$ cat src/rtl/id_ex_stage.sv
// ID/EX pipeline register with load-use hazard detection.
// Holds the decoded instruction for the EX stage and the forwarding unit.
// On a load-use hazard it stalls PC and IF/ID and inserts a bubble.
// On a branch flush it squashes the ID instruction.
// It keeps saturating counts of inserted stall bubbles and flushes.
module id_ex_stage #(
    parameter int DATA_W = 8,
    parameter int RA_W   = 1,
    parameter int CNT_W  = 8
) (
    input  logic              clk,
    input  logic              reset,
    input  logic              id_valid,
    input  logic [RA_W-1:0]   id_rs,
    input  logic [RA_W-1:0]   id_rt,
    input  logic [RA_W-1:0]   id_rd,
    input  logic              id_uses_rt,
    input  logic [DATA_W-1:0] id_rs_data,
    input  logic [DATA_W-1:0] id_rt_data,
    input  logic [DATA_W-1:0] id_imm,
    input  logic              id_reg_write,
    input  logic              id_mem_read,
    input  logic              id_mem_write,
    input  logic              id_mem_to_reg,
    input  logic              id_alu_src,
    input  logic              id_branch,
    input  logic [2:0]        id_alu_op,
    input  logic              flush,
    input  logic              hold,
    output logic              ex_valid,
    output logic [RA_W-1:0]   ex_rs,
    output logic [RA_W-1:0]   ex_rt,
    output logic [RA_W-1:0]   ex_rd,
    output logic [DATA_W-1:0] ex_rs_data,
    output logic [DATA_W-1:0] ex_rt_data,
    output logic [DATA_W-1:0] ex_imm,
    output logic              ex_reg_write,
    output logic              ex_mem_read,
    output logic              ex_mem_write,
    output logic              ex_mem_to_reg,
    output logic              ex_alu_src,
    output logic              ex_branch,
    output logic [2:0]        ex_alu_op,
    output logic              pc_write,
    output logic              ifid_write,
    output logic              bubble,
    output logic [CNT_W-1:0]  stall_cnt,
    output logic [CNT_W-1:0]  flush_cnt
);

    localparam logic [CNT_W-1:0] CNT_MAX = {CNT_W{1'b1}};

    // Increment that sticks at the maximum value instead of wrapping.
    function automatic logic [CNT_W-1:0] sat_inc(input logic [CNT_W-1:0] v);
        logic [CNT_W-1:0] r;
        if (v == CNT_MAX) begin
            r = v;
        end else begin
            r = v + {{(CNT_W-1){1'b0}}, 1'b1};
        end
        return r;
    endfunction

    logic              ex_valid_r;
    logic [RA_W-1:0]   ex_rs_r;
    logic [RA_W-1:0]   ex_rt_r;
    logic [RA_W-1:0]   ex_rd_r;
    logic [DATA_W-1:0] ex_rs_data_r;
    logic [DATA_W-1:0] ex_rt_data_r;
    logic [DATA_W-1:0] ex_imm_r;
    logic              ex_reg_write_r;
    logic              ex_mem_read_r;
    logic              ex_mem_write_r;
    logic              ex_mem_to_reg_r;
    logic              ex_alu_src_r;
    logic              ex_branch_r;
    logic [2:0]        ex_alu_op_r;
    logic [CNT_W-1:0]  stall_cnt_r;
    logic [CNT_W-1:0]  flush_cnt_r;

    logic              lu_s;
    logic              rs_hit_s;
    logic              rt_hit_s;

    // Load-use hazard: the EX load writes a nonzero register that ID reads.
    always_comb begin
        rs_hit_s = (ex_rd_r == id_rs);
        rt_hit_s = id_uses_rt & (ex_rd_r == id_rt);
        lu_s     = ex_valid_r & ex_mem_read_r & (ex_rd_r != {RA_W{1'b0}})
                 & id_valid & (rs_hit_s | rt_hit_s);
    end

    // A flush overrides a stall so that the branch target is still fetched.
    assign pc_write   = ~hold & ~(lu_s & ~flush);
    assign ifid_write = ~hold & ~(lu_s & ~flush);
    assign bubble     = ~hold & (flush | lu_s);

    // Pipeline register and counters.
    // Priority is reset, then hold, then flush bubble, then stall bubble, then normal load.
    always_ff @(posedge clk) begin
        if (reset) begin
            ex_valid_r      <= 1'b0;
            ex_rs_r         <= {RA_W{1'b0}};
            ex_rt_r         <= {RA_W{1'b0}};
            ex_rd_r         <= {RA_W{1'b0}};
            ex_rs_data_r    <= {DATA_W{1'b0}};
            ex_rt_data_r    <= {DATA_W{1'b0}};
            ex_imm_r        <= {DATA_W{1'b0}};
            ex_reg_write_r  <= 1'b0;
            ex_mem_read_r   <= 1'b0;
            ex_mem_write_r  <= 1'b0;
            ex_mem_to_reg_r <= 1'b0;
            ex_alu_src_r    <= 1'b0;
            ex_branch_r     <= 1'b0;
            ex_alu_op_r     <= 3'b000;
            stall_cnt_r     <= {CNT_W{1'b0}};
            flush_cnt_r     <= {CNT_W{1'b0}};
        end else if (hold) begin
            ex_valid_r      <= ex_valid_r;
            ex_rs_r         <= ex_rs_r;
            ex_rt_r         <= ex_rt_r;
            ex_rd_r         <= ex_rd_r;
            ex_rs_data_r    <= ex_rs_data_r;
            ex_rt_data_r    <= ex_rt_data_r;
            ex_imm_r        <= ex_imm_r;
            ex_reg_write_r  <= ex_reg_write_r;
            ex_mem_read_r   <= ex_mem_read_r;
            ex_mem_write_r  <= ex_mem_write_r;
            ex_mem_to_reg_r <= ex_mem_to_reg_r;
            ex_alu_src_r    <= ex_alu_src_r;
            ex_branch_r     <= ex_branch_r;
            ex_alu_op_r     <= ex_alu_op_r;
            stall_cnt_r     <= stall_cnt_r;
            flush_cnt_r     <= flush_cnt_r;
        end else if (flush | lu_s) begin
            // Addresses are zeroed too, so the forwarding unit never matches on a bubble.
            ex_valid_r      <= 1'b0;
            ex_rs_r         <= {RA_W{1'b0}};
            ex_rt_r         <= {RA_W{1'b0}};
            ex_rd_r         <= {RA_W{1'b0}};
            ex_rs_data_r    <= {DATA_W{1'b0}};
            ex_rt_data_r    <= {DATA_W{1'b0}};
            ex_imm_r        <= {DATA_W{1'b0}};
            ex_reg_write_r  <= 1'b0;
            ex_mem_read_r   <= 1'b0;
            ex_mem_write_r  <= 1'b0;
            ex_mem_to_reg_r <= 1'b0;
            ex_alu_src_r    <= 1'b0;
            ex_branch_r     <= 1'b0;
            ex_alu_op_r     <= 3'b000;
            if (flush) begin
                flush_cnt_r <= sat_inc(flush_cnt_r);
                stall_cnt_r <= stall_cnt_r;
            end else begin
                flush_cnt_r <= flush_cnt_r;
                stall_cnt_r <= sat_inc(stall_cnt_r);
            end
        end else begin
            // An invalid ID slot still carries its addresses and data.
            // Its control bits are forced to zero.
            ex_valid_r      <= id_valid;
            ex_rs_r         <= id_rs;
            ex_rt_r         <= id_rt;
            ex_rd_r         <= id_rd;
            ex_rs_data_r    <= id_rs_data;
            ex_rt_data_r    <= id_rt_data;
            ex_imm_r        <= id_imm;
            ex_reg_write_r  <= id_valid & id_reg_write;
            ex_mem_read_r   <= id_valid & id_mem_read;
            ex_mem_write_r  <= id_valid & id_mem_write;
            ex_mem_to_reg_r <= id_valid & id_mem_to_reg;
            ex_alu_src_r    <= id_valid & id_alu_src;
            ex_branch_r     <= id_valid & id_branch;
            ex_alu_op_r     <= id_valid ? id_alu_op : 3'b000;
            stall_cnt_r     <= stall_cnt_r;
            flush_cnt_r     <= flush_cnt_r;
        end
    end

    assign ex_valid      = ex_valid_r;
    assign ex_rs         = ex_rs_r;
    assign ex_rt         = ex_rt_r;
    assign ex_rd         = ex_rd_r;
    assign ex_rs_data    = ex_rs_data_r;
    assign ex_rt_data    = ex_rt_data_r;
    assign ex_imm        = ex_imm_r;
    assign ex_reg_write  = ex_reg_write_r;
    assign ex_mem_read   = ex_mem_read_r;
    assign ex_mem_write  = ex_mem_write_r;
    assign ex_mem_to_reg = ex_mem_to_reg_r;
    assign ex_alu_src    = ex_alu_src_r;
    assign ex_branch     = ex_branch_r;
    assign ex_alu_op     = ex_alu_op_r;
    assign stall_cnt     = stall_cnt_r;
    assign flush_cnt     = flush_cnt_r;

endmodule

$ cat config.mk
export PLATFORM = sky130hd
export DESIGN_NAME = id_ex_stage
export DESIGN_NICKNAME = d
export VERILOG_FILES = /design/src/rtl/id_ex_stage.sv
export SDC_FILE = /design/constraint.sdc
export NUM_CORES = 1
export LEC_CHECK = 0
export ABC_AREA = 1
export BUFFER_PORTS_ARGS = -buffer_cell sky130_fd_sc_hd__buf_2
export CAP_MARGIN = 25
export CORE_ASPECT_RATIO = 0.75
export CORE_UTILIZATION = 44
export DETAILED_ROUTE_END_ITERATION = 6
export PLACE_DENSITY = 0.76
export SYNTH_ARGS = -nofsm -noshare
export SYNTH_HDL_FRONTEND = slang
export SYNTH_SLANG_ARGS = --single-unit
export TNS_END_PERCENT = 20
$ cat constraint.sdc
create_clock -name clk -period 1.2 [get_ports clk]
set_input_delay 0.06 -clock clk [delete_from_list [all_inputs] [get_ports clk]]
set_output_delay 0.06 -clock clk [all_outputs]
set_load 0.01 [all_outputs]
; Word-level counts from Yosys, hierarchy flattened
; Cells that the tools add are included.
[totals]
output_inout_bits = 56
mem_count = 0
ff_bits = 53
ramBits = 0
wordCells = 60
latchBits = 0
rom_bits = 0
in_bits = 42
[op_classes]
multipliers = 0
shift = 0
reduce_logical = 2
order_cmp = 0
add_sub_neg = 2
n_eq_ne = 4
bitwise = 21
n_mux = 15
div_mod_pow = 0
[ops]
columns = op, n
row1 = $mux W8, 3
row2 = $add A8 B1 Y8 const B, 2
row3 = $eq A8 B8 Y1 const B, 2
row4 = $and A1 B1 Y1, 14
row5 = $mux W1, 10
row6 = $reduce_and A4 Y1, 2
row7 = $mux W3, 2
row8 = $not A1 Y1, 5
row9 = $eq A1 B1 Y1, 2
row10 = $or A1 B1 Y1, 2

; Depth between registers and ports, before layout
[logic_depth]
word_depth = 7
mapped_depth = 10
depth_no_buf = 10

; Least setup slack after synthesis
; Ideal clock, no wire load.
[synth_timing]
path_type = reg-to-reg
start = reg stall_cnt_r[0], in the netlist stall_cnt[0]
end = reg stall_cnt_r[1], in the netlist stall_cnt[1]
period_less_slack_ps = 1323
t_required_ps = 1084
setup_ps = 116
path_slack_ps = -123
arrival_ps = 1207
path_stages_with_launch = 9
n_path_buf = 0
path_cell_list = dfxtp_1 ha_1 nand2_1 nor2_2 nand2_1 nand2_1 nor2_4 o21ai_0 nor2_1
[synth_via]
elab_chain_len = 3
word_cells_on_any_way = 4
cone_classes = add/sub: 1 / eq/ne: 1 / bitwise: 1 / reduce/logical: 1
[synth_rtl]
columns = element, line
row1 = from (decl), 78  ; logic [CNT_W-1:0] stall_cnt_r;
row2 = from (signal assigned), 116  ; stall_cnt_r <= {CNT_W{1'b0}};
row3 = from (signal assigned), 133  ; stall_cnt_r <= stall_cnt_r;
row4 = from (signal assigned), 153  ; stall_cnt_r <= stall_cnt_r;
row5 = "parallel branches: the longest is 3 deep, another holds $add A8 B1 Y8", --
; Parallel ways; which one is timed is not known.
; A chain may end at the register's enable or synchronous reset.

; Worst setup path in the final report
[layout_timing]
start = reg ex_mem_read_r, in the netlist ex_mem_read
end = reg ex_rt_data_r[2], in the netlist ex_rt_data[2]
[layout_via]
elab_chain_len = 6
[layout_rtl]
columns = element, line
row1 = from (decl), 72  ; logic ex_mem_read_r;
row2 = from (signal assigned), 127  ; ex_mem_read_r <= ex_mem_read_r;
row3 = from (signal assigned), 169  ; ex_mem_read_r <= id_valid & id_mem_read;
row4 = $and A1 B1 Y1 (2 in series), 89  ; lu_s = ex_valid_r & ex_mem_read_r & (ex_rd_r != {RA_W{1'b0}})
row5 = $and A1 B1 Y1 (2 in series), 90  ; & id_valid & (rs_hit_s | rt_hit_s);
row6 = $or A1 B1 Y1, 135  ; end else if (flush | lu_s) begin
row7 = $mux W8, 135
row8 = to (signal assigned), 107  ; ex_rt_data_r <= {DATA_W{1'b0}};
row9 = to (signal assigned), 142  ; ex_rt_data_r <= {DATA_W{1'b0}};
row10 = to (signal assigned), 166  ; ex_rt_data_r <= id_rt_data;
row11 = to (decl), 69  ; logic [DATA_W-1:0] ex_rt_data_r;
; Every way passes these cells.

==> metrics.yaml <==
status: "complete, but fails checks"
violations: "negative setup slack"
hold_viol: 0
cts-root-buf: "clkbuf_8"
first_pass_iters: 4
cap_violations: 0
ant_nets: 0
layout.cells.non_filler: 561
grt_pass1_wl_um: 10800
viasPerCell: 4.74
grt_util_all_layers: 0.237
drt-wirelength-per-cell_um: 12.6
drc_errors: 0
io_pins: 98
clk_latency_ps: 300
cts_sinks: 53
drive_gt1_frac: 0.481
timing.rr.end: "ex_rt_data[2]"
rsz0062_at_grt: "yes"
place.gp.congestion: 0.825
antenna_found_initial: 0
hold_end: "ex_rs"
cellLeakagePower_uw: 0.00176
rr_startpoint: "ex_mem_read"
cts_buffers: 5
ys_seq_elements: 53
cp-start-kind: "flip-flop"
hpwl_um: 4380
num_vias: 2661
final_cell_mix: "nand2_1 (96), buf_2 (96), dfxtp_1 (45), nand2_2 (35), buf_4 (32)"
hold_path_depth: 3
path_common_cell: "nand2_2"
synthCells: 334
post-route-period-util: 1.16
required_ps: 1440
timing.slew.headroom: 0.662
cts_tree: "built"
port_buffers: 97
cpPeakStageDelay_ps: 340
area_growth_pct: 51.4
whs_ps: 8.19
vdd_drop_max_mv: 0.712
die_height_um: 67.8
worst_slack_ps: -190
path_class: "flip-flop to flip-flop"
switching_power_uw: 956
dpl_worst_slack_ps: -114
reg2reg_depth: 10
crit_family: "buffers and inverters"
clkTransAtPathRegs_ps: 110
comb_power_share: 0.156
power.density_nw_per_um2: 957
ys_seq_area_frac: 0.418
drtIter0Drc: 76
core_area_um2: 5440
slew_viol_final: 0
tightest_slew_ps: 507
num_rows: 23
fin_crit_ps: 1390
hold_class: "input pin to flip-flop"
critPathSlowestCell: "dfxtp_2"
p_clk_frac: 0.345
grt_max_degree: 35
p_int_uw: 2720
num_antenna_cells: 0
endpoint_kind: "flip-flop"
syn_area_per_cell_um2: 7.59
path_buf_inv: 3
crit_arrival_ps: 1630
post_synth_num_cell_types: 27
ys_warn_count: 0
htreeDepth: 2
fillCellCount: 446
grt_pass1_vias: 2369
synth_nets: 378
nets: 529
critPathMaxFanout: 12
finalSetupViolCount: 45
die_area_um2: 6070
fmax_mhz: 720
die_w_um: 89.7
cts_buffer_depth: 2
power_frac_seq: 0.499
synth_area_um2: 2540
switching_share: 0.260
rrSetupSlack_ps: -190
cp_cell_sequence: "nand2_2 -> nor2_4 -> nand2_2 -> nand2_4 -> buf_4 -> buf_12 -> nor2_4 -> buf_12 -> nand2_2 -> a21oi_2"
hold_start: "id_rs"
grt_overflow: 0
skew_ps: 7.24
initial_core_util: 0.466
drt_wl_total_um: 7050
dp.cells: 520
==> repair_timing <==
action	in CTS	in global routing
setup buffers	5	4
hold buffers	23	0
pin swaps	8	20
gates cloned	1	0
setup endpoints to repair	42	55
resized for setup	17	17
hold endpoints to repair	23	0
==> metal layers <==
metal	global-route usage	vias up	part of all wire
met5	0	-	0
met3	0.0672	6	0.065
met1	0.295	1222	0.42
met4	0.0615	0	0.0095
li1	-	1350	-
met2	0.402	83	0.50
==> cells in the mapped netlist, drive strengths merged <==
cell / n / share of area
ha: 2 / 0.0099
nor3b: 1 / 0.0030
nand2: 134 / 0.23
clkbuf: 4 / 0.0059
dfxtp: 53 / 0.42
nand3b: 1 / 0.0030
xor2: 6 / 0.021
nand3: 5 / 0.012
a21oi: 47 / 0.12
o21ai: 8 / 0.016
nand4: 2 / 0.0049
buf: 12 / 0.042
inv: 20 / 0.030
nor2: 35 / 0.074
nor3: 4 / 0.0079
==> power by group through the flow <==
stage	sequential, uW	clock (uW)	combinational, uW
detailed placement	1870	0	440
floorplan	1900	0	237
global placement	1870	0	433
finish	1830	1270	572
global route	1840	1370	621
CTS	1830	1300	543
==> area by class of cell <==
cell class / instances / area, um^2 / share of cell area
clock buffer: 5 / 68.8 / 0.0179
clock inverter: 3 / 47.5 / 0.0124
inverter: 20 / 80.1 / 0.0209
multi-input combinational: 246 / 1390 / 0.362
sequential: 53 / 1080 / 0.281
tap: 75 / 93.8 / 0.0244
timing repair buffer: 159 / 1080 / 0.281
==> worst max-delay path by stage <==
stage                          to  depth (start not counted)  slack [ps]    startpoint
floorplan            stall_cnt[1]                          8          -6  stall_cnt[0]
global placement        ex_imm[2]                          7         -70      ex_valid
detailed placement      ex_imm[3]                          7        -110      ex_valid
CTS                        bubble                          8        -200      ex_valid
global route               bubble                          8        -260   ex_mem_read
finish              ex_rt_data[2]                         10        -190   ex_mem_read
==> kinds of logic after synthesis <==
group / Yosys count / share of synthesized area
adders and majority gates: 2 / 0.00987
and+or+nand+nor: 182 / 0.335
buffers and inverters: 36 / 0.0774
AOI/OAI and AO/OA: 55 / 0.138
xor gates and xnor gates: 6 / 0.0207
DFF: 53 / 0.418
==> worst register-to-register path, cell delays in order (launching register included) <==
cell and delay, ps:
dfxtp_2 340, nand2_2 80, nor2_4 40, nand2_2 60, nand2_4 50, buf_4 140, buf_12 130, nor2_4 120
buf_12 160, nand2_2 70, a21oi_2 140
==> through the flow <==
step	utilization	cell area [um^2]	TNS (ps)	power, uW
final	0.706	3840	-4900	3670
after global routing	0.706	3840	-8930	3830
after CTS	0.687	3740	-3010	3670
after detailed placement	0.599	3260	-2440	2310
after global placement	0.599	3260	-1350	2300
after floorplan	-	2580	-23.6	2140
Power figures use the tool's default switching activity.
